==> src/rtl/data_read_controller_if.sv <==
// rtl/data_read_controller_if.sv - RAM read port and byte transmit stream of data_read_controller.
// master: controller side; slave: RAM/transmitter side.
interface data_read_controller_if;
  logic        ram_rd_en;
  logic [10:0] ram_rd_addr;
  logic [31:0] ram_rd_data;
  logic [7:0]  tx_data;
  logic        tx_valid;
  logic        tx_ready;

  modport master (
    output ram_rd_en, ram_rd_addr, tx_data, tx_valid,
    input  ram_rd_data, tx_ready
  );

  modport slave (
    input  ram_rd_en, ram_rd_addr, tx_data, tx_valid,
    output ram_rd_data, tx_ready
  );
endinterface

==> src/rtl/data_read_controller.sv <==
// rtl/data_read_controller.sv - reads signed int32 words from RAM and streams them as ASCII decimal.
// Optional macro READ_EOL_EN: append CR LF after the last word of every pass.
module data_read_controller (
  input  logic                          clk,
  input  logic                          rst,
  input  logic                          start,
  input  logic [10:0]                   total_count,
  data_read_controller_if.master        bus,
  output logic                          busy,
  output logic [10:0]                   read_count,
  output logic                          done
);

`ifdef READ_EOL_EN
  typedef enum logic [3:0] {
    S_IDLE, S_READ, S_WAIT, S_LOAD, S_CONV, S_SIGN, S_DIGIT, S_SEP, S_EOL, S_DONE
  } state_t;
`else
  typedef enum logic [3:0] {
    S_IDLE, S_READ, S_WAIT, S_LOAD, S_CONV, S_SIGN, S_DIGIT, S_SEP, S_DONE
  } state_t;
`endif

  state_t      r_state;
  state_t      w_next;

  logic [10:0] r_total;
  logic [10:0] r_count;
  logic [10:0] r_addr;
  logic [31:0] r_word;
  logic        r_neg;
  logic [31:0] r_mag;
  logic [3:0]  r_stack [0:9];
  logic [3:0]  r_depth;
`ifdef READ_EOL_EN
  logic        r_eol_lf;
`endif

  logic        w_fire;
  logic        w_last_word;
  logic [31:0] w_mag_div;
  logic [3:0]  w_digit;
  logic [3:0]  w_top;

  assign w_fire      = bus.tx_valid && bus.tx_ready;
  assign w_last_word = ({1'b0, r_count} + 12'd1) >= {1'b0, r_total};
  assign w_mag_div   = r_mag / 32'd10;
  assign w_digit     = 4'(r_mag % 32'd10);
  assign w_top       = r_stack[r_depth - 4'd1];

  always_ff @(posedge clk) begin
    if (rst) begin
      r_state <= S_IDLE;
    end else begin
      r_state <= w_next;
    end
  end

  always_comb begin
    w_next = r_state;
    case (r_state)
      S_IDLE: begin
        if (start) begin
`ifdef READ_EOL_EN
          w_next = (total_count == 11'd0) ? S_EOL : S_READ;
`else
          w_next = (total_count == 11'd0) ? S_DONE : S_READ;
`endif
        end
      end
      S_READ: w_next = S_WAIT;
      S_WAIT: w_next = S_LOAD;
      S_LOAD: w_next = S_CONV;
      S_CONV: begin
        // A negative word spends a cycle on '-'; a positive one goes straight to digits.
        if (w_mag_div == 32'd0) w_next = r_neg ? S_SIGN : S_DIGIT;
      end
      S_SIGN: begin
        if (w_fire) w_next = S_DIGIT;
      end
      S_DIGIT: begin
        if (w_fire && r_depth == 4'd1) begin
`ifdef READ_EOL_EN
          w_next = w_last_word ? S_EOL : S_SEP;
`else
          w_next = w_last_word ? S_DONE : S_SEP;
`endif
        end
      end
      S_SEP: begin
        if (w_fire) w_next = S_READ;
      end
`ifdef READ_EOL_EN
      S_EOL: begin
        if (w_fire && r_eol_lf) w_next = S_DONE;
      end
`endif
      S_DONE: w_next = S_IDLE;
      default: w_next = S_IDLE;
    endcase
  end

  always_comb begin
    bus.ram_rd_en   = 1'b0;
    bus.ram_rd_addr = r_addr;
    bus.tx_valid    = 1'b0;
    bus.tx_data     = 8'h00;
    done            = 1'b0;
    busy            = (r_state != S_IDLE);
    read_count      = r_count;
    case (r_state)
      S_READ:  bus.ram_rd_en = 1'b1;
      S_SIGN: begin
        bus.tx_valid = 1'b1;
        bus.tx_data  = 8'h2D;
      end
      S_DIGIT: begin
        bus.tx_valid = 1'b1;
        bus.tx_data  = 8'h30 + {4'h0, w_top};
      end
      S_SEP: begin
        bus.tx_valid = 1'b1;
        bus.tx_data  = 8'h20;
      end
`ifdef READ_EOL_EN
      S_EOL: begin
        bus.tx_valid = 1'b1;
        bus.tx_data  = r_eol_lf ? 8'h0A : 8'h0D;
      end
`endif
      S_DONE:  done = 1'b1;
      default: ;
    endcase
  end

  always_ff @(posedge clk) begin
    if (rst) begin
      r_total <= '0;
      r_count <= '0;
      r_addr  <= '0;
      r_word  <= '0;
      r_neg   <= 1'b0;
      r_mag   <= '0;
      r_depth <= '0;
      for (int i = 0; i < 10; i++) r_stack[i] <= '0;
`ifdef READ_EOL_EN
      r_eol_lf <= 1'b0;
`endif
    end else begin
      case (r_state)
        S_IDLE: begin
          if (start) begin
            r_total <= total_count;
            r_count <= '0;
            r_addr  <= '0;
            r_depth <= '0;
`ifdef READ_EOL_EN
            r_eol_lf <= 1'b0;
`endif
          end
        end
        // The RAM word is only valid during WAIT, so it is held for LOAD to decode.
        S_WAIT: r_word <= bus.ram_rd_data;
        S_LOAD: begin
          r_neg   <= r_word[31];
          r_mag   <= r_word[31] ? (~r_word + 32'd1) : r_word;
          r_depth <= '0;
        end
        S_CONV: begin
          r_stack[r_depth] <= w_digit;
          r_depth          <= r_depth + 4'd1;
          r_mag            <= w_mag_div;
        end
        S_DIGIT: begin
          if (w_fire) begin
            r_depth <= r_depth - 4'd1;
            if (r_depth == 4'd1) r_count <= r_count + 11'd1;
          end
        end
        S_SEP: begin
          if (w_fire) r_addr <= r_addr + 11'd1;
        end
`ifdef READ_EOL_EN
        S_EOL: begin
          if (w_fire) r_eol_lf <= 1'b1;
        end
`endif
        default: ;
      endcase
    end
  end

endmodule

==> src/flat_wrapper.sv <==
// flat-port wrapper written by rule: the top's interface ports become plain ports
module data_read_controller_flat 
  (clk, rst, start, total_count, busy, read_count, done, bus_ram_rd_en, bus_ram_rd_addr, bus_tx_data, bus_tx_valid, bus_ram_rd_data, bus_tx_ready);
  data_read_controller_if bus_i ();
  input  logic clk;
  input  logic rst;
  input  logic start;
  input  logic [10:0] total_count;
  output logic busy;
  output logic [10:0] read_count;
  output logic done;
  output wire logic [$bits(bus_i.ram_rd_en)-1:0] bus_ram_rd_en;
  output wire logic [$bits(bus_i.ram_rd_addr)-1:0] bus_ram_rd_addr;
  output wire logic [$bits(bus_i.tx_data)-1:0] bus_tx_data;
  output wire logic [$bits(bus_i.tx_valid)-1:0] bus_tx_valid;
  input wire logic [$bits(bus_i.ram_rd_data)-1:0] bus_ram_rd_data;
  input wire logic [$bits(bus_i.tx_ready)-1:0] bus_tx_ready;
  assign bus_ram_rd_en = bus_i.ram_rd_en;
  assign bus_ram_rd_addr = bus_i.ram_rd_addr;
  assign bus_tx_data = bus_i.tx_data;
  assign bus_tx_valid = bus_i.tx_valid;
  assign bus_i.ram_rd_data = bus_ram_rd_data;
  assign bus_i.tx_ready = bus_tx_ready;
  data_read_controller u_core (.clk(clk), .rst(rst), .start(start), .total_count(total_count), .bus(bus_i), .busy(busy), .read_count(read_count), .done(done));
endmodule
==> config.mk <==
export PLATFORM = sky130hd
export DESIGN_NAME = data_read_controller_flat
export DESIGN_NICKNAME = d
export VERILOG_FILES = /design/src/rtl/data_read_controller_if.sv /design/src/rtl/data_read_controller.sv /design/src/flat_wrapper.sv
export SDC_FILE = /design/constraint.sdc
export NUM_CORES = 1
export LEC_CHECK = 0
export ABC_AREA = 1
export CORE_AREA = 2 2 215 132
export CTS_CLUSTER_SIZE = 8
export DETAILED_ROUTE_END_ITERATION = 8
export DIE_AREA = 0 0 217 134
export PLACE_DENSITY = 0.62
export SETUP_SLACK_MARGIN = 0.4
export SLEW_MARGIN = 30
export SYNTH_ARGS = -nofsm -noshare
export SYNTH_HDL_FRONTEND = slang
export SYNTH_SLANG_ARGS = --single-unit
==> constraint.sdc <==
create_clock -name clk -period 26.6 [get_ports clk]
set_input_delay 5.32 -clock clk [delete_from_list [all_inputs] [get_ports clk]]
set_output_delay 5.32 -clock clk [all_outputs]
set_load 0.005 [all_outputs]
# Word-level counts from Yosys, hierarchy flattened
# Memories as Yosys holds them, arrays and structs flattened.
# Index checks and enable logic that the tools add are counted.
# classes
addsub,7
div_mod_pow,2
order_cmp,1
n_eq_ne,16
n_mux,32
bitwise,1
reduce_logical,17
# ops
op,n
$pmux W32 S2,1
$mux W11,4
$mux W4,11
$pmux W11 S2,2
$add A32 B1 Y32 const B,1
$div A32 B4 Y32 const B,1
$logic_not A32 Y1,1
$mod A32 B4 Y32 const B,1
$mux W32,1
$not A32 Y32,1
$pmux W4 S8,1
$pmux W8 S3,1
$add A11 B1 Y11 const B,2
$eq A4 B3 Y1 const B,4
$pmux W4 S4,1
$add A11 B1 Y12 const B,1
$ge A12 B11 Y1,1
$ne A2 B1 Y1 const B,6
$logic_not A11 Y1,1
$mux W1,9
$eq A4 B1 Y1 const B,2
$eq A4 B2 Y1 const B,2
$reduce_bool A4 Y1,2
$add A6 B4 Y7 const A,1
14 further kinds,18
# word_totals
register_bits,106
mem_bits_rw,40
inputBits,47
n_memories,1
# mem_list
memory,words,width,read_ports,rd_clocked_by_memory_dff,wr,line,text
u_core.r_stack,10,4,1,0,10,data_read_controller.sv:33,logic [3:0] r_stack [0:9];

# Depth between registers and ports, before layout
# Gate-level depths: netlist of run 1.
# depth
depth_word,7
ltp_mapped,137

# Worst setup path before layout of run 1
# Ideal clock, no wire load.
# synth_path
path_kind,reg2reg
start,register u_core.r_mag[31]
end,memory u_core.r_stack[10][3] (data pin)
setup_time_ns,0.278
arrival_ns,9.358
required_ns,26.322
slack_ns,16.964
stages_incl_launch_ff,120
path_buffers,0
synth_period_minus_slack_ns,9.636
path_cell_list,dfxtp_1 inv_1 nand2_2 nand3_2 nand2_2 nand3_1 nand3_2 nand2_2 nand2_2 nand2_1 nand2_1 nand2_2 nand2_2 nand2_2 nand3_1 nand2_2 nand2_2 nand2_1 [84 not listed] clkinv_1 nand2_2 nand2_4 nand2_1 nand2_2 inv_2 nand2_2 nand2_2 nand2_1 nand3_2 nand2_4 nand3_1 nand2_2 nand2_4 nand2_4 nand2_4 a21oi_4 nor2_2
# synth_lines
item,line,text
"start, declared",data_read_controller.sv:32,logic [31:0] r_mag;
"start signal, assigned",data_read_controller.sv:166,r_mag <= r_word[31] ? (~r_word + 32'd1) : r_word;
"start signal, assigned",data_read_controller.sv:172,r_mag <= w_mag_div;
"end, declared",data_read_controller.sv:33,

==> results of run 1 <==
==> cell families (layout without fill, tap and decap cells) <==
family / count (synthesis) / in the layout / share of synthesized area
and+or+nand+nor: 781 / 781 / 0.348
DFF: 170 / 170 / 0.367
AOI/OAI and AO/OA: 286 / 286 / 0.150
other: 1 / 2 / 0.000340
buffers and inverters: 263 / 331 / 0.0908
xor gates and xnor gates: 31 / 31 / 0.0246
adders and majority gates: 17 / 17 / 0.0193
==> cell type report <==
cell class | instances | share of cell area
clock buffers | 18 | 0.0337
flip-flops and latches | 170 | 0.318
multi-input cells | 1117 | 0.471
clock inverters | 14 | 0.0136
well taps | 367 | 0.0361
repair buffers | 86 | 0.0657
inverters | 213 | 0.0628
==> cell usage after synthesis, types with 2 or more instances <==
master	count	share of area
sky130_fd_sc_hd__nand2_1	326	0.11
sky130_fd_sc_hd__a32oi_1	5	0.0040
sky130_fd_sc_hd__a31oi_1	5	0.0028
sky130_fd_sc_hd__a211oi_1	6	0.0041
sky130_fd_sc_hd__inv_2	39	0.013
sky130_fd_sc_hd__o21bai_1	4	0.0027
sky130_fd_sc_hd__a221oi_1	7	0.0056
sky130_fd_sc_hd__inv_1	169	0.058
sky130_fd_sc_hd__nor4_1	10	0.0057
sky130_fd_sc_hd__nand3_2	30	0.027
sky130_fd_sc_hd__nor2_1	119	0.041
sky130_fd_sc_hd__nor3_2	9	0.0082
sky130_fd_sc_hd__nand3_1	126	0.057
sky130_fd_sc_hd__xor2_1	27	0.021
sky130_fd_sc_hd__o22ai_1	21	0.012
sky130_fd_sc_hd__a21oi_1	109	0.050
sky130_fd_sc_hd__ha_1	17	0.019
sky130_fd_sc_hd__buf_2	2	0.00091
sky130_fd_sc_hd__o21ai_1	4	0.0018
sky130_fd_sc_hd__nor3_1	24	0.011
sky130_fd_sc_hd__nand2_2	79	0.045
sky130_fd_sc_hd__clkbuf_1	42	0.014
sky130_fd_sc_hd__edfxtp_1	64	0.17
sky130_fd_sc_hd__a22oi_1	19	0.013
sky130_fd_sc_hd__a32o_1	3	0.0027
sky130_fd_sc_hd__o21ai_0	92	0.042
sky130_fd_sc_hd__nor3b_1	3	0.0020
sky130_fd_sc_hd__buf_4	3	0.0020
sky130_fd_sc_hd__clkinv_1	5	0.0017
sky130_fd_sc_hd__nand3b_1	2	0.0014
sky130_fd_sc_hd__buf_1	3	0.0010
sky130_fd_sc_hd__nand2_4	20	0.020
sky130_fd_sc_hd__o21ai_2	2	0.0016
sky130_fd_sc_hd__dfxtp_1	106	0.19
sky130_fd_sc_hd__xnor2_1	4	0.0032
sky130_fd_sc_hd__nand4_1	29	0.016
==> metrics by stage <==
| stage | cells | hold WS (ps) | util | setup WS, ps |
|---|---|---|---|---|
| final | 1985 | 446 | 0.469 | 15320 |
| after global routing | 1985 | 464 | 0.469 | 13950 |
| after CTS | 1985 | 447 | 0.468 | 15400 |
| after detailed placement | 1953 | 438 | 0.446 | 15440 |
| after global placement | 1953 | 439 | 0.446 | 15920 |
| after floorplan | 1550 | 435 | - | 16960 |
==> path summary, 6_finish.rpt <==
| check | end | slack [ps] | cells past startpoint | startpoint |
|---|---|---|---|---|
| hold reg to reg | u_core.bus.ram_rd_addr[10] | 450 | 1 | u_core.bus.ram_rd_addr[10] |
| setup / recovery | u_core.r_stack[9][3] | 15320 | 113 | u_core.r_mag[31] |
| hold / removal | u_core.bus.ram_rd_addr[10] | 450 | 1 | u_core.bus.ram_rd_addr[10] |
| setup reg to reg | u_core.r_stack[9][3] | 15320 | 113 | u_core.r_mag[31] |
==> flip-flops by register name (all words and copies together), names as in the netlist <==
name and count:
u_core.r_stack 64, u_core.bus.ram_rd_addr 11, u_core.r_depth 4, u_core.r_total 11, u_core.r_state 4, u_core.r_mag 32, u_core.r_word 32, u_core.r_neg 1
u_core.read_count 11
==> per-layer routing <==
| layer | vias up | part of all wire | global-route usage |
|---|---|---|---|
| met5 | - | 0 | 0 |
| met4 | 0 | 0.016 | 0.0567 |
| met3 | 32 | 0.060 | 0.0354 |
| met2 | 294 | 0.40 | 0.297 |
| met1 | 4736 | 0.52 | 0.329 |
| li1 | 5285 | - | - |
==> impl_results.html, run 1 <==
<table>
<tr><th>Metric</th><th>Value</th></tr>
<tr><th colspan="2">Critical path</th></tr>
<tr><td>Worst Path Arrival</td><td>11440 ps</td></tr>
<tr><td>Critical Path Most Common Cell</td><td>sky130_fd_sc_hd__nand2_2</td></tr>
<tr><td>Dominant delay contributor by cell family on the critical path</td><td>simple AND/OR/NAND/NOR gates</td></tr>
<tr><td>Highest net fanout along the worst path</td><td>10</td></tr>
<tr><td>Worst Path Buf+Inv</td><td>12</td></tr>
<tr><td>Crit path largest cell delay</td><td>460 ps</td></tr>
<tr><td>Library cell contributing the largest single delay on the critical path</td><td>sky130_fd_sc_hd__dfxtp_1</td></tr>
<tr><td>Critical path endpoint category</td><td>flip-flop</td></tr>
<tr><td>Worst Path Required</td><td>26760 ps</td></tr>
<tr><td>Critical Path Start Type</td><td>flip-flop</td></tr>
<tr><td>Worst Setup Path Type</td><td>reg -&gt; reg</td></tr>
<tr><th colspan="2">Place</th></tr>
<tr><td>Routability congestion estimate from global placement</td><td>between 0.8 and 0.9</td></tr>
<tr><td>Estimated wirelength of the detail-placed design</td><td>22100 microns</td></tr>
<tr><td># port buffers</td><td>78</td></tr>
<tr><td>Standard cell area after detailed placement</td><td>12100 sq um</td></tr>
<tr><th colspan="2">Synthesis</th></tr>
<tr><td>Total of warnings raised by yosys</td><td>0</td></tr>
<tr><td>Cell area after technology mapping</td><td>11000 sq um</td></tr>
<tr><td>Post-Syn Area per Cell</td><td>7.11 sq um</td></tr>
<tr><td>Gate Count Post-Synth</td><td>1549</td></tr>
<tr><td>Proportion of synthesized flip-flops having asynchronous set or reset</td><td>0</td></tr>
<tr><td>Number of flops mapped to enable cells by yosys</td><td>64</td></tr>
<tr><td>Main synth FF type</td><td>sky130_fd_sc_hd__dfxtp_1</td></tr>
<tr><td>Proportion of synthesized chip area in sequential cells</td><td>0.367</td></tr>
<tr><td>Netlist cell types</td><td>50</td></tr>
<tr><td>Flip-flop and latch count after synthesis</td><td>170</td></tr>
<tr><th colspan="2">Min path</th></tr>
<tr><td>Class of the worst hold path</td><td>reg -&gt; reg</td></tr>
<tr><th colspan="2">Final layout</th></tr>
<tr><td>Area occupied by multi-input gates</td><td>approximately 6000 sq um</td></tr>
<tr><td>Number of fill cells</td><td>around 2700</td></tr>
<tr><td>FF/Latch Area</td><td>slightly above 4000 sq um</td></tr>
<tr><td>Commonest non-fill, non-tap cell in the layout</td><td>sky130_fd_sc_hd__nand2_1</td></tr>
<tr><td>Fraction of final layout cells sized beyond drive strength 1</td><td>0.142</td></tr>
<tr><td>Diode count</td><td>0</td></tr>
<tr><td>Syn-to-layout area delta</td><td>15.5%</td></tr>
<tr><td>Fin area</td><td>12700 sq um</td></tr>
<tr><td>Post-layout nets</td><td>approximately 1700</td></tr>
<tr><td>Top library cells by usage in the layout, fill and taps aside</td><td>sky130_fd_sc_hd__nand2_1 (325), sky130_fd_sc_hd__inv_1 (168), sky130_fd_sc_hd__nand3_1 (126)</td></tr>
<tr><th colspan="2">Die</th></tr>
<tr><td>Core Rows</td><td>47</td></tr>
<tr><td>Die area</td><td>29100 sq um</td></tr>
<tr><td>Placeable core region</td><td>27200 sq um</td></tr>
<tr><td>Number of primary I/O pins</td><td>81</td></tr>
<tr><td>Starting density of the core</td><td>0.406</td></tr>
<tr><td>Floorplan die width</td><td>217 microns</td></tr>
<tr><td>Die height</td><td>134 microns</td></tr>
<tr><th colspan="2">Clock tree</th></tr>
<tr><td>Sinks on Clock Net</td><td>170</td></tr>
<tr><td>Number of buffers added to fix hold violations after cts</td><td>0</td></tr>
<tr><td># resized after CTS</td><td>0</td></tr>
<tr><td>Post-CTS setup buffer count</td><td>0</td></tr>
<tr><td>Root buffer cell</td><td>sky130_fd_sc_hd__clkbuf_16</td></tr>
<tr><td>Clock transition at the register clock pins on the worst setup and hold paths after CTS</td><td>approximately 80 ps</td></tr>
<tr><td>Clock insertion delay at the later pin of the skew report</td><td>450 ps</td></tr>
<tr><td>CTS tree</td><td>done</td></tr>
<tr><td>Buffer depth of the longest clock path</td><td>2</td></tr>
<tr><td>Max H-tree Level</td><td>4</td></tr>
<tr><td>TritonCTS buffer count</td><td>17</td></tr>
<tr><th colspan="2">Drt</th></tr>
<tr><td>Vias/cell</td><td>5.21</td></tr>
<tr><td>Vias post-DR</td><td>between 10000 and 15000</td></tr>
<tr><td>1st-pass router iterations</td><td>7</td></tr>
<tr><td>Routed WL</td><td>30000 microns</td></tr>
<tr><td>Detailed-route DRC error count</td><td>0</td></tr>
<tr><td>Antenna Nets Post-Route</td><td>0</td></tr>
<tr><td>Iteration-0 DRC Markers</td><td>between 800 and 900</td></tr>
<tr><td>Wire per inst</td><td>15.1 microns</td></tr>
<tr><th colspan="2">Flow run</th></tr>
<tr><td>Max cap viols</td><td>0</td></tr>
<tr><th colspan="2">Timing</th></tr>
<tr><td>Slew Viols, Final</td><td>0</td></tr>
<tr><td>Fmax</td><td>~89 MHz</td></tr>
<tr><td>Worst relative slew slack</td><td>0.365</td></tr>
<tr><td>Crit path time final</td><td>roughly 11000 ps</td></tr>
<tr><td>Final-report setup violation count</td><td>0</td></tr>
<tr><td>Final worst clock skew</td><td>around 16 ps</td></tr>
<tr><td>Number of hold violations in the final report</td><td>0</td></tr>
<tr><td>Final cycle utilization of the critical path</td><td>0.424</td></tr>
<tr><td>Unrepaired setup endpoints after global routing</td><td>no</td></tr>
<tr><td>Sum of negative setup slack</td><td>0 ps</td></tr>
<tr><td>Actual transition at the worst max-transition pin</td><td>between 900 and 1000 ps</td></tr>
<tr><th colspan="2">Global routing</th></tr>
<tr><td>Grt total ovfl</td><td>0</td></tr>
<tr><td>Global-route usage over all layers</td><td>0.212</td></tr>
<tr><td>Wire length of the first global-routing pass</td><td>49700 microns</td></tr>
<tr><td>Number of global-route vias before repair</td><td>9643</td></tr>
<tr><td>Initial antenna violation count</td><td>0</td></tr>
<tr><td>Largest net degree at the start of global routing</td><td>between 60 and 70</td></tr>
<tr><th colspan="2">Run status</th></tr>
<tr><td>Run status</td><td>finished, final reports clean</td></tr>
</table>
Power of run 1 is left out: the tool's default activity adds up to more than one toggle a clock period on the data nets, which glitch-free logic cannot reach.
==> run 2, diff against run 1 <==
==> constraint.sdc (replaced) <==
create_clock -name clk -period 11.4 [get_ports clk]
set_input_delay 2.28 -clock clk [delete_from_list [all_inputs] [get_ports clk]]
set_output_delay 2.28 -clock clk [all_outputs]
set_load 0.005 [all_outputs]
==> run 2 against run 1 <==
Net effect:
- flip-flop and latch count unchanged
- final cell count up 1.8%
- cell area up 9.3%
- fmax up 3.4%
- worst hold slack worse by 1.0 ps
- wire length up 7.1%
- non-clock buffer count up 36
- critical path type unchanged
==> impl_results.html, run 2 (synthesis results as in run 1) <==
<table>
<tr><th>Metric</th><th>Value</th></tr>
<tr><th colspan="2">Run status</th></tr>
<tr><td>Run status</td><td>finished, final reports clean</td></tr>
<tr><th colspan="2">Critical path</th></tr>
<tr><td>Critical path endpoint category</td><td>flip-flop</td></tr>
<tr><td>Critical Path Start Type</td><td>flip-flop</td></tr>
<tr><td>Critical Path Most Common Cell</td><td>sky130_fd_sc_hd__nand2_4</td></tr>
<tr><td>Highest net fanout along the worst path</td><td>6 (-4)</td></tr>
<tr><td>Dominant delay contributor by cell family on the critical path</td><td>simple AND/OR/NAND/NOR gates</td></tr>
<tr><td>Worst reg2reg path startpoint</td><td>u_core.r_mag[31]</td></tr>
<tr><td>Library cell contributing the largest single delay on the critical path</td><td>sky130_fd_sc_hd__dfxtp_4</td></tr>
<tr><td>Worst reg-to-reg setup slack</td><td>500 ps (-14830 ps)</td></tr>
<tr><td>Crit path largest cell delay</td><td>420 ps (-40 ps)</td></tr>
<tr><td>Worst Path Arrival</td><td>11080 ps (-360 ps)</td></tr>
<tr><td>Worst R2R Path Depth</td><td>114 (+0.88%)</td></tr>
<tr><td>Worst Path Required</td><td>11580 ps (-15180 ps)</td></tr>
<tr><td>Critical R2R Capture</td><td>u_core.r_stack[5][3]</td></tr>
<tr><td>Worst Path Buf+Inv</td><td>14 (+2)</td></tr>
<tr><td>Worst Setup Path Type</td><td>reg -&gt; reg</td></tr>
<tr><th colspan="2">Place</th></tr>
<tr><td>Standard cell area after detailed placement</td><td>12100 sq um (unchanged)</td></tr>
<tr><td>Estimated wirelength of the detail-placed design</td><td>22200 microns (+0.37%)</td></tr>
<tr><td>Number of placed cells counting well taps</td><td>1953 (unchanged)</td></tr>
<tr><td># port buffers</td><td>78 (unchanged)</td></tr>
<tr><td>Routability congestion estimate from global placement</td><td>0.875 (-0.17%)</td></tr>
<tr><th colspan="2">Final layout</th></tr>
<tr><td>Top library cells by usage in the layout, fill and taps aside</td><td>sky130_fd_sc_hd__nand2_1 (266), sky130_fd_sc_hd__inv_1 (158), sky130_fd_sc_hd__nor2_1 (117)</td></tr>
<tr><td>Number of flip-flops in the largest register</td><td>64 (unchanged)</td></tr>
<tr><td>Post-layout nets</td><td>1705 (+2.2%)</td></tr>
<tr><td>Fraction of final layout cells sized beyond drive strength 1</td><td>0.225 (+0.0834)</td></tr>
<tr><td>Syn-to-layout area delta</td><td>26.3%</td></tr>
<tr><td>Diode count</td><td>0 (unchanged)</td></tr>
<tr><td>Register with the most flip-flops</td><td>u_core.r_stack</td></tr>
<tr><td>Final Instance Count excl. Fillers</td><td>2021 (+1.8%)</td></tr>
<tr><td>Fin area</td><td>13900 sq um (+9.3%)</td></tr>
<tr><td>Commonest non-fill, non-tap cell in the layout</td><td>sky130_fd_sc_hd__nand2_1</td></tr>
<tr><td>Regs by FF count</td><td>u_core.r_stack (64), u_core.r_mag (32), u_core.r_word (32)</td></tr>
<tr><td>Number of fill cells</td><td>2610 (-4.4%)</td></tr>
<tr><th colspan="2">Drt</th></tr>
<tr><td>Iteration-0 DRC Markers</td><td>828 (-4.7%)</td></tr>
<tr><td>Routed WL</td><td>32100 microns (+7.1%)</td></tr>
<tr><td>1st-pass router iterations</td><td>5 (-2)</td></tr>
<tr><td>Vias post-DR</td><td>10700 (+3.2%)</td></tr>
<tr><td>Wire per inst</td><td>15.9 microns (+5.2%)</td></tr>
<tr><td>Detailed-route DRC error count</td><td>0 (unchanged)</td></tr>
<tr><td>Vias/cell</td><td>5.29 (+1.4%)</td></tr>
<tr><td>Antenna Nets Post-Route</td><td>0 (unchanged)</td></tr>
<tr><th colspan="2">Die</th></tr>
<tr><td>Die height</td><td>134 microns (unchanged)</td></tr>
<tr><td>Floorplan die width</td><td>217 microns (unchanged)</td></tr>
<tr><td>Placeable core region</td><td>27200 sq um (unchanged)</td></tr>
<tr><td>Number of primary I/O pins</td><td>81 (unchanged)</td></tr>
<tr><td>Die area</td><td>29100 sq um (unchanged)</td></tr>
<tr><td>Starting density of the core</td><td>0.406 (unchanged)</td></tr>
<tr><td>Core Rows</td><td>47 (unchanged)</td></tr>
<tr><th colspan="2">Timing</th></tr>
<tr><td>Crit path time final</td><td>10900 ps (-375 ps)</td></tr>
<tr><td>Final-report setup violation count</td><td>0 (unchanged)</td></tr>
<tr><td>Worst relative slew slack</td><td>0.418 (+0.0536)</td></tr>
<tr><td>Unrepaired setup endpoints after global routing</td><td>yes</td></tr>
<tr><td>Worst slack on hold paths</td><td>445 ps (-1.01 ps)</td></tr>
<tr><td>Actual transition at the worst max-transition pin</td><td>867 ps (-84.7 ps)</td></tr>
<tr><td>Final cycle utilization of the critical path</td><td>0.956 (+0.532)</td></tr>
<tr><td>Fmax</td><td>91.7 MHz (+3.4%)</td></tr>
<tr><td>Number of hold violations in the final report</td><td>0 (unchanged)</td></tr>
<tr><td>Final worst clock skew</td><td>11.5 ps (-4.24 ps)</td></tr>
<tr><td>Slew Viols, Final</td><td>0 (unchanged)</td></tr>
<tr><th colspan="2">Clock tree</th></tr>
<tr><td>Clock insertion delay at the later pin of the skew report</td><td>440 ps (about the same)</td></tr>
<tr><td>Root buffer cell</td><td>sky130_fd_sc_hd__clkbuf_16</td></tr>
<tr><td>CTS tree</td><td>done</td></tr>
<tr><td>Clock transition at the register clock pins on the worst setup and hold paths after CTS</td><td>70 ps (about the same)</td></tr>
<tr><td>Sinks on Clock Net</td><td>170 (unchanged)</td></tr>
<tr><td>Buffer depth of the longest clock path</td><td>2 (unchanged)</td></tr>
<tr><td>TritonCTS buffer count</td><td>17 (unchanged)</td></tr>
<tr><td>Max H-tree Level</td><td>4 (unchanged)</td></tr>
<tr><td>Number of buffers added to fix hold violations after cts</td><td>0 (unchanged)</td></tr>
<tr><th colspan="2">Global routing</th></tr>
<tr><td>Largest net degree at the start of global routing</td><td>64 (unchanged)</td></tr>
<tr><td>Grt total ovfl</td><td>0 (unchanged)</td></tr>
<tr><td>Wire length of the first global-routing pass</td><td>49700 microns (about the same)</td></tr>
<tr><td>Initial antenna violation count</td><td>0 (unchanged)</td></tr>
<tr><td>Global-route usage over all layers</td><td>0.213 (+0.00174)</td></tr>
<tr><td>Number of global-route vias before repair</td><td>9700 (+0.59%)</td></tr>
<tr><th colspan="2">Min path</th></tr>
<tr><td>Hold path startpoint</td><td>u_core.bus.ram_rd_addr[10]</td></tr>
<tr><td>WHS Endpoint</td><td>u_core.bus.ram_rd_addr[10]</td></tr>
<tr><td>Class of the worst hold path</td><td>reg -&gt; reg</td></tr>
<tr><td>Worst Hold Path Cells</td><td>1 (unchanged)</td></tr>
<tr><th colspan="2">Flow run</th></tr>
<tr><td>Max cap viols</td><td>0 (unchanged)</td></tr>
</table>
-- run 2: cell count changes in the layout (fill, tap and decap cells not counted), moves of 3 or more --
| cell | before | now |
|---|---|---|
| sky130_fd_sc_hd__inv_4 | 0 | 9 |
| sky130_fd_sc_hd__nand2_1 | 325 | 266 |
| sky130_fd_sc_hd__buf_4 | 8 | 42 |
| sky130_fd_sc_hd__o21ai_0 | 92 | 89 |
| sky130_fd_sc_hd__dfxtp_1 | 106 | 102 |
| sky130_fd_sc_hd__nand3_4 | 0 | 35 |
| sky130_fd_sc_hd__dfxtp_4 | 0 | 3 |
| sky130_fd_sc_hd__nand3_2 | 30 | 26 |
| sky130_fd_sc_hd__inv_1 | 168 | 158 |
| sky130_fd_sc_hd__nand2_2 | 79 | 82 |
| sky130_fd_sc_hd__nand2_4 | 21 | 75 |
| sky130_fd_sc_hd__nand3_1 | 126 | 95 |
-- run 2: worst register-to-register path: cells and delay by family (launching register included) --
kind	cells	cell delay, ps
flip-flops	1	420
AND/OR/NAND/NOR	96	8470
buffers and inverters	14	1150
AO/OA/AOI/OAI	4	580
-- run 2: stage by stage --
| stage | setup TNS [ps] | utilization | worst slack [ps] |
|---|---|---|---|
| global placement | 0 | 0.446 | 725 |
| global route | -13130 | 0.512 | -299 |
| floorplan | 0 | - | 1760 |
| CTS | 0 | 0.469 | 401 |
| detailed placement | 0 | 0.446 | 223 |
| finish | 0 | 0.512 | 499 |
-- run 2: timing repair --
action,in CTS,in global routing
setup endpoints to repair,45,55
setup buffers,2,34
resized for setup,15,209
pin swaps,1,89
hold endpoints to repair,0,0
-- run 2: layer usage --
layer	wire (microns)	up-vias	GRT usage
met5	0	-	0
met4	282	0	0.0479
met3	1720	25	0.0336
met2	13700	252	0.319
met1	16400	5032	0.321
li1	-	5373	-
-- run 2: cell type report --
cell class | count | area, sq um | area share
Multi-Input combinational cell | 1117 | 6910 | 0.496
Sequential cell | 170 | 4060 | 0.291
Timing Repair Buffer | 122 | 1110 | 0.0800
Inverter | 213 | 822 | 0.0591
Tap cell | 367 | 459 | 0.0330
Clock buffer | 19 | 433 | 0.0311
Clock inverter | 13 | 128 | 0.00917
-- run 2: how the worst max path moves through the flow --
stage	startpoint	to	slack, ps	cells after the start
final	u_core.r_mag[31]	u_core.r_stack[5][3]	500	114
after global routing	u_core.r_mag[31]	u_core.r_stack[4][3]	-300	124
after CTS	u_core.r_mag[29]	u_core.r_stack[7][3]	400	123
after detailed placement	u_core.r_mag[31]	u_core.r_stack[15][3]	220	118
after global placement	u_core.r_mag[31]	u_core.r_stack[13][3]	730	123
after floorplan	u_core.r_mag[31]	u_core.r_stack[10][3]	1760	119
Power of run 2 is left out for the same reason.
==> run 3, diff against run 2 <==
--- a/config.mk
+++ b/config.mk
@@ -6,11 +6,11 @@
 export NUM_CORES = 1
 export LEC_CHECK = 0
 export ABC_AREA = 1
-export CORE_AREA = 2 2 215 132
+export CORE_AREA = 2 2 206 127
 export CTS_CLUSTER_SIZE = 8
 export DETAILED_ROUTE_END_ITERATION = 8
-export DIE_AREA = 0 0 217 134
-export PLACE_DENSITY = 0.62
+export DIE_AREA = 0 0 208 129
+export PLACE_DENSITY = 0.66
 export SETUP_SLACK_MARGIN = 0.4
 export SLEW_MARGIN = 30
 export SYNTH_ARGS = -nofsm -noshare
==> constraint.sdc (replaced) <==
create_clock -name clk -period 10.3 [get_ports clk]
set_input_delay 2.06 -clock clk [delete_from_list [all_inputs] [get_ports clk]]
set_output_delay 2.06 -clock clk [all_outputs]
set_load 0.005 [all_outputs]
==> run 3 against run 2 <==
Net effect:
- highest routed layer unchanged
- register-to-register slack worse by 1200 ps
- die area fell by 7.7%
- non-clock buffer count is 51 higher
- global-route usage is 2.5 points higher
- worst hold slack improved by 16 ps
- setup slack worse by 1200 ps
- wire length increased by 1.8%
- critical path depth increased by 5
- fmax is 0.98% lower
- clock skew about the same
- flip-flop and latch count is the same
- the run now ends with setup timing left
- via count increased by 3.1%
==> impl_results.html, run 3 (synthesis results as in run 1) <==
<table>
<tr><th>Metric</th><th>Value</th></tr>
<tr><th colspan="2">Clock tree</th></tr>
<tr><td>Max H-tree Level</td><td>4 (unchanged)</td></tr>
<tr><td>Clock insertion delay at the later pin of the skew report</td><td>440 ps (about the same)</td></tr>
<tr><td>Buffer depth of the longest clock path</td><td>2 (unchanged)</td></tr>
<tr><td>Clock transition at the register clock pins on the worst setup and hold paths after CTS</td><td>70 ps (about the same)</td></tr>
<tr><td>CTS tree</td><td>done</td></tr>
<tr><td>Sinks on Clock Net</td><td>170 (unchanged)</td></tr>
<tr><td>Number of buffers added to fix hold violations after cts</td><td>0 (unchanged)</td></tr>
<tr><td>TritonCTS buffer count</td><td>17 (unchanged)</td></tr>
<tr><td>Root buffer cell</td><td>sky130_fd_sc_hd__clkbuf_16</td></tr>
<tr><th colspan="2">Critical path</th></tr>
<tr><td>Crit path largest cell delay</td><td>400 ps (-20 ps)</td></tr>
<tr><td>Worst R2R Path Depth</td><td>119 (+4.4%)</td></tr>
<tr><td>Worst reg-to-reg setup slack</td><td>-710 ps (-1210 ps)</td></tr>
<tr><td>Worst reg2reg path startpoint</td><td>u_core.r_mag[31]</td></tr>
<tr><td>Worst Path Required</td><td>10490 ps (-1090 ps)</td></tr>
<tr><td>Critical Path Start Type</td><td>flip-flop</td></tr>
<tr><td>Worst Setup Path Type</td><td>reg -&gt; reg</td></tr>
<tr><td>Library cell contributing the largest single delay on the critical path</td><td>sky130_fd_sc_hd__dfxtp_4</td></tr>
<tr><td>Highest net fanout along the worst path</td><td>7 (+1)</td></tr>
<tr><td>Critical R2R Capture</td><td>u_core.r_stack[14][3]</td></tr>
<tr><td>Critical Path Most Common Cell</td><td>sky130_fd_sc_hd__nand2_4</td></tr>
<tr><td>Critical path endpoint category</td><td>flip-flop</td></tr>
<tr><td>Worst Path Arrival</td><td>11200 ps (+120 ps)</td></tr>
<tr><th colspan="2">Timing</th></tr>
<tr><td>Sum of negative setup slack</td><td>-35350 ps (-35350 ps)</td></tr>
<tr><td>Fmax</td><td>90.8 MHz (-0.98%)</td></tr>
<tr><td>Crit path time final</td><td>11010 ps (+108 ps)</td></tr>
<tr><td>Final cycle utilization of the critical path</td><td>1.07 (+0.113)</td></tr>
<tr><td>Final-report setup violation count</td><td>54 (+54)</td></tr>
<tr><td>Fin worst setup slack</td><td>-709 ps (-1210 ps)</td></tr>
<tr><td>Actual transition at the worst max-transition pin</td><td>947 ps (+79.5 ps)</td></tr>
<tr><td>Worst relative slew slack</td><td>0.368 (-0.0501)</td></tr>
<tr><td>Unrepaired setup endpoints after global routing</td><td>yes</td></tr>
<tr><td>Final worst clock skew</td><td>11.5 ps (+0.0331 ps)</td></tr>
<tr><td>Slew Viols, Final</td><td>0 (unchanged)</td></tr>
<tr><td>Number of hold violations in the final report</td><td>0 (unchanged)</td></tr>
<tr><th colspan="2">Die</th></tr>
<tr><td>Starting density of the core</td><td>0.443 (+0.0372)</td></tr>
<tr><td>Placeable core region</td><td>24900 sq um (-8.4%)</td></tr>
<tr><td>Die height</td><td>129 microns (-3.7%)</td></tr>
<tr><td>Core Rows</td><td>45 (-4.3%)</td></tr>
<tr><td>Die area</td><td>26800 sq um (-7.7%)</td></tr>
<tr><td>Number of primary I/O pins</td><td>81 (unchanged)</td></tr>
<tr><td>Floorplan die width</td><td>208 microns (-4.1%)</td></tr>
<tr><th colspan="2">Min path</th></tr>
<tr><td>Hold path startpoint</td><td>u_core.r_total[9]</td></tr>
<tr><td>Worst Hold Path Cells</td><td>2 (+1)</td></tr>
<tr><td>WHS Endpoint</td><td>u_core.r_total[9]</td></tr>
<tr><td>Class of the worst hold path</td><td>reg -&gt; reg</td></tr>
<tr><th colspan="2">Global routing</th></tr>
<tr><td>Grt total ovfl</td><td>0 (unchanged)</td></tr>
<tr><td>Global-route usage over all layers</td><td>0.238 (+0.0245)</td></tr>
<tr><td>Initial antenna violation count</td><td>0 (unchanged)</td></tr>
<tr><td>Wire length of the first global-routing pass</td><td>51800 microns (+4.1%)</td></tr>
<tr><td>Largest net degree at the start of global routing</td><td>66 (+3.1%)</td></tr>
<tr><td>Number of global-route vias before repair</td><td>10300 (+5.9%)</td></tr>
<tr><th colspan="2">Run status</th></tr>
<tr><td>Violations in the final reports</td><td>setup timing</td></tr>
<tr><td>Run status</td><td>finished with violations</td></tr>
<tr><th colspan="2">Final layout</th></tr>
<tr><td>Top library cells by usage in the layout, fill and taps aside</td><td>sky130_fd_sc_hd__nand2_1 (250), sky130_fd_sc_hd__inv_1 (155), sky130_fd_sc_hd__nor2_1 (110)</td></tr>
<tr><td>Number of flip-flops in the largest register</td><td>64 (unchanged)</td></tr>
<tr><td>Regs by FF count</td><td>u_core.r_stack (64), u_core.r_mag (32), u_core.r_word (32)</td></tr>
<tr><td>Commonest non-fill, non-tap cell in the layout</td><td>sky130_fd_sc_hd__nand2_1</td></tr>
<tr><td>Diode count</td><td>0 (unchanged)</td></tr>
<tr><td>Fraction of final layout cells sized beyond drive strength 1</td><td>0.273 (+0.0478)</td></tr>
<tr><td>Register with the most flip-flops</td><td>u_core.r_stack</td></tr>
<tr><td>Syn-to-layout area delta</td><td>31.8%</td></tr>
<tr><td>Post-layout nets</td><td>1756 (+3.0%)</td></tr>
<tr><th colspan="2">Place</th></tr>
<tr><td>Estimated wirelength of the detail-placed design</td><td>21800 microns (-1.8%)</td></tr>
<tr><td>Routability congestion estimate from global placement</td><td>0.877 (+0.18%)</td></tr>
<tr><td># port buffers</td><td>78 (unchanged)</td></tr>
<tr><th colspan="2">Drt</th></tr>
<tr><td>Detailed-route DRC error count</td><td>0 (unchanged)</td></tr>
<tr><td>Wire per inst</td><td>16.1 microns (+1.1%)</td></tr>
<tr><td>Vias post-DR</td><td>11000 (+3.1%)</td></tr>
<tr><td>Vias/cell</td><td>5.42 (+2.5%)</td></tr>
<tr><td>Iteration-0 DRC Markers</td><td>935 (+13%)</td></tr>
<tr><td>1st-pass router iterations</td><td>5 (unchanged)</td></tr>
<tr><td>Routed WL</td><td>32700 microns (+1.8%)</td></tr>
<tr><td>Antenna Nets Post-Route</td><td>0 (unchanged)</td></tr>
<tr><th colspan="2">Flow run</th></tr>
<tr><td>Max cap viols</td><td>0 (unchanged)</td></tr>
</table>
==> run 3: cell count changes in the layout (fill, tap and decap cells not counted), sizes merged <==
cell      previous run  this run
clkbuf              19        20
clkinvlp             5         1
bufinv               2         0
inv                209       215
buf                 45        96
clkinv              10         9
==> run 3: layout make-up <==
class,count,area (sq um)
Fill cell,2253,10400
Multi-Input combinational cell,1117,7120
Sequential cell,170,4050
Timing Repair Buffer,173,1540
Inverter,213,822
Clock buffer,20,478
Tap cell,329,412
Clock inverter,12,101
==> run 3: worst max-delay path: cells and delay by family, from the launching register on <==
family	cells	cell delay, ps
buffers and inverters	17	1450
AOI/OAI and AO/OA	1	190
DFF	1	400
and+or+nand+nor	101	8660
==> run 3: metrics by stage <==
stage               worst slack (ps)  cells  area [sq um]  hold WS, ps   util
CTS                             -223   2020         13800          468  0.555
floorplan                        664   1550         11000          435      -
global placement                -119   1943         12300          434  0.495
global route                   -1500   2034         14500          488  0.583
finish                          -709   2034         14500          461  0.583
detailed placement              -571   1943         12300          458  0.495
==> run 3: worst max-delay path by stage <==
stage / from / end / slack, ps / depth (start not counted)
detailed placement: u_core.r_mag[31] / u_core.r_stack[5][1] / -570 / 114
finish: u_core.r_mag[31] / u_core.r_stack[14][3] / -710 / 119
global route: u_core.r_mag[30] / u_core.r_stack[5][3] / -1500 / 114
global placement: u_core.r_mag[31] / u_core.r_stack[5][1] / -120 / 115
floorplan: u_core.r_mag[31] / u_core.r_stack[10][3] / 660 / 119
CTS: u_core.r_mag[29] / u_core.r_stack[14][3] / -220 / 120
==> run 3: what timing repair did <==
action / CTS / global route
cloned: 0 / 0
hold endpoints to repair: 0 / 0
setup buffers: 45 / 14
pin swaps: 58 / 75
gates resized for setup: 142 / 142
setup endpoints to repair: 55 / 57
==> run 3: per-layer routing <==
layer / part of all wire / track usage / vias up
met3: 0.059 / 0.0442 / 42
li1: - / - / 5464
met4: 0.016 / 0.0684 / 0
met1: 0.48 / 0.343 / 5213
met2: 0.45 / 0.364 / 299
met5: 0 / 0 / -
Power of run 3 is left out for the same reason.
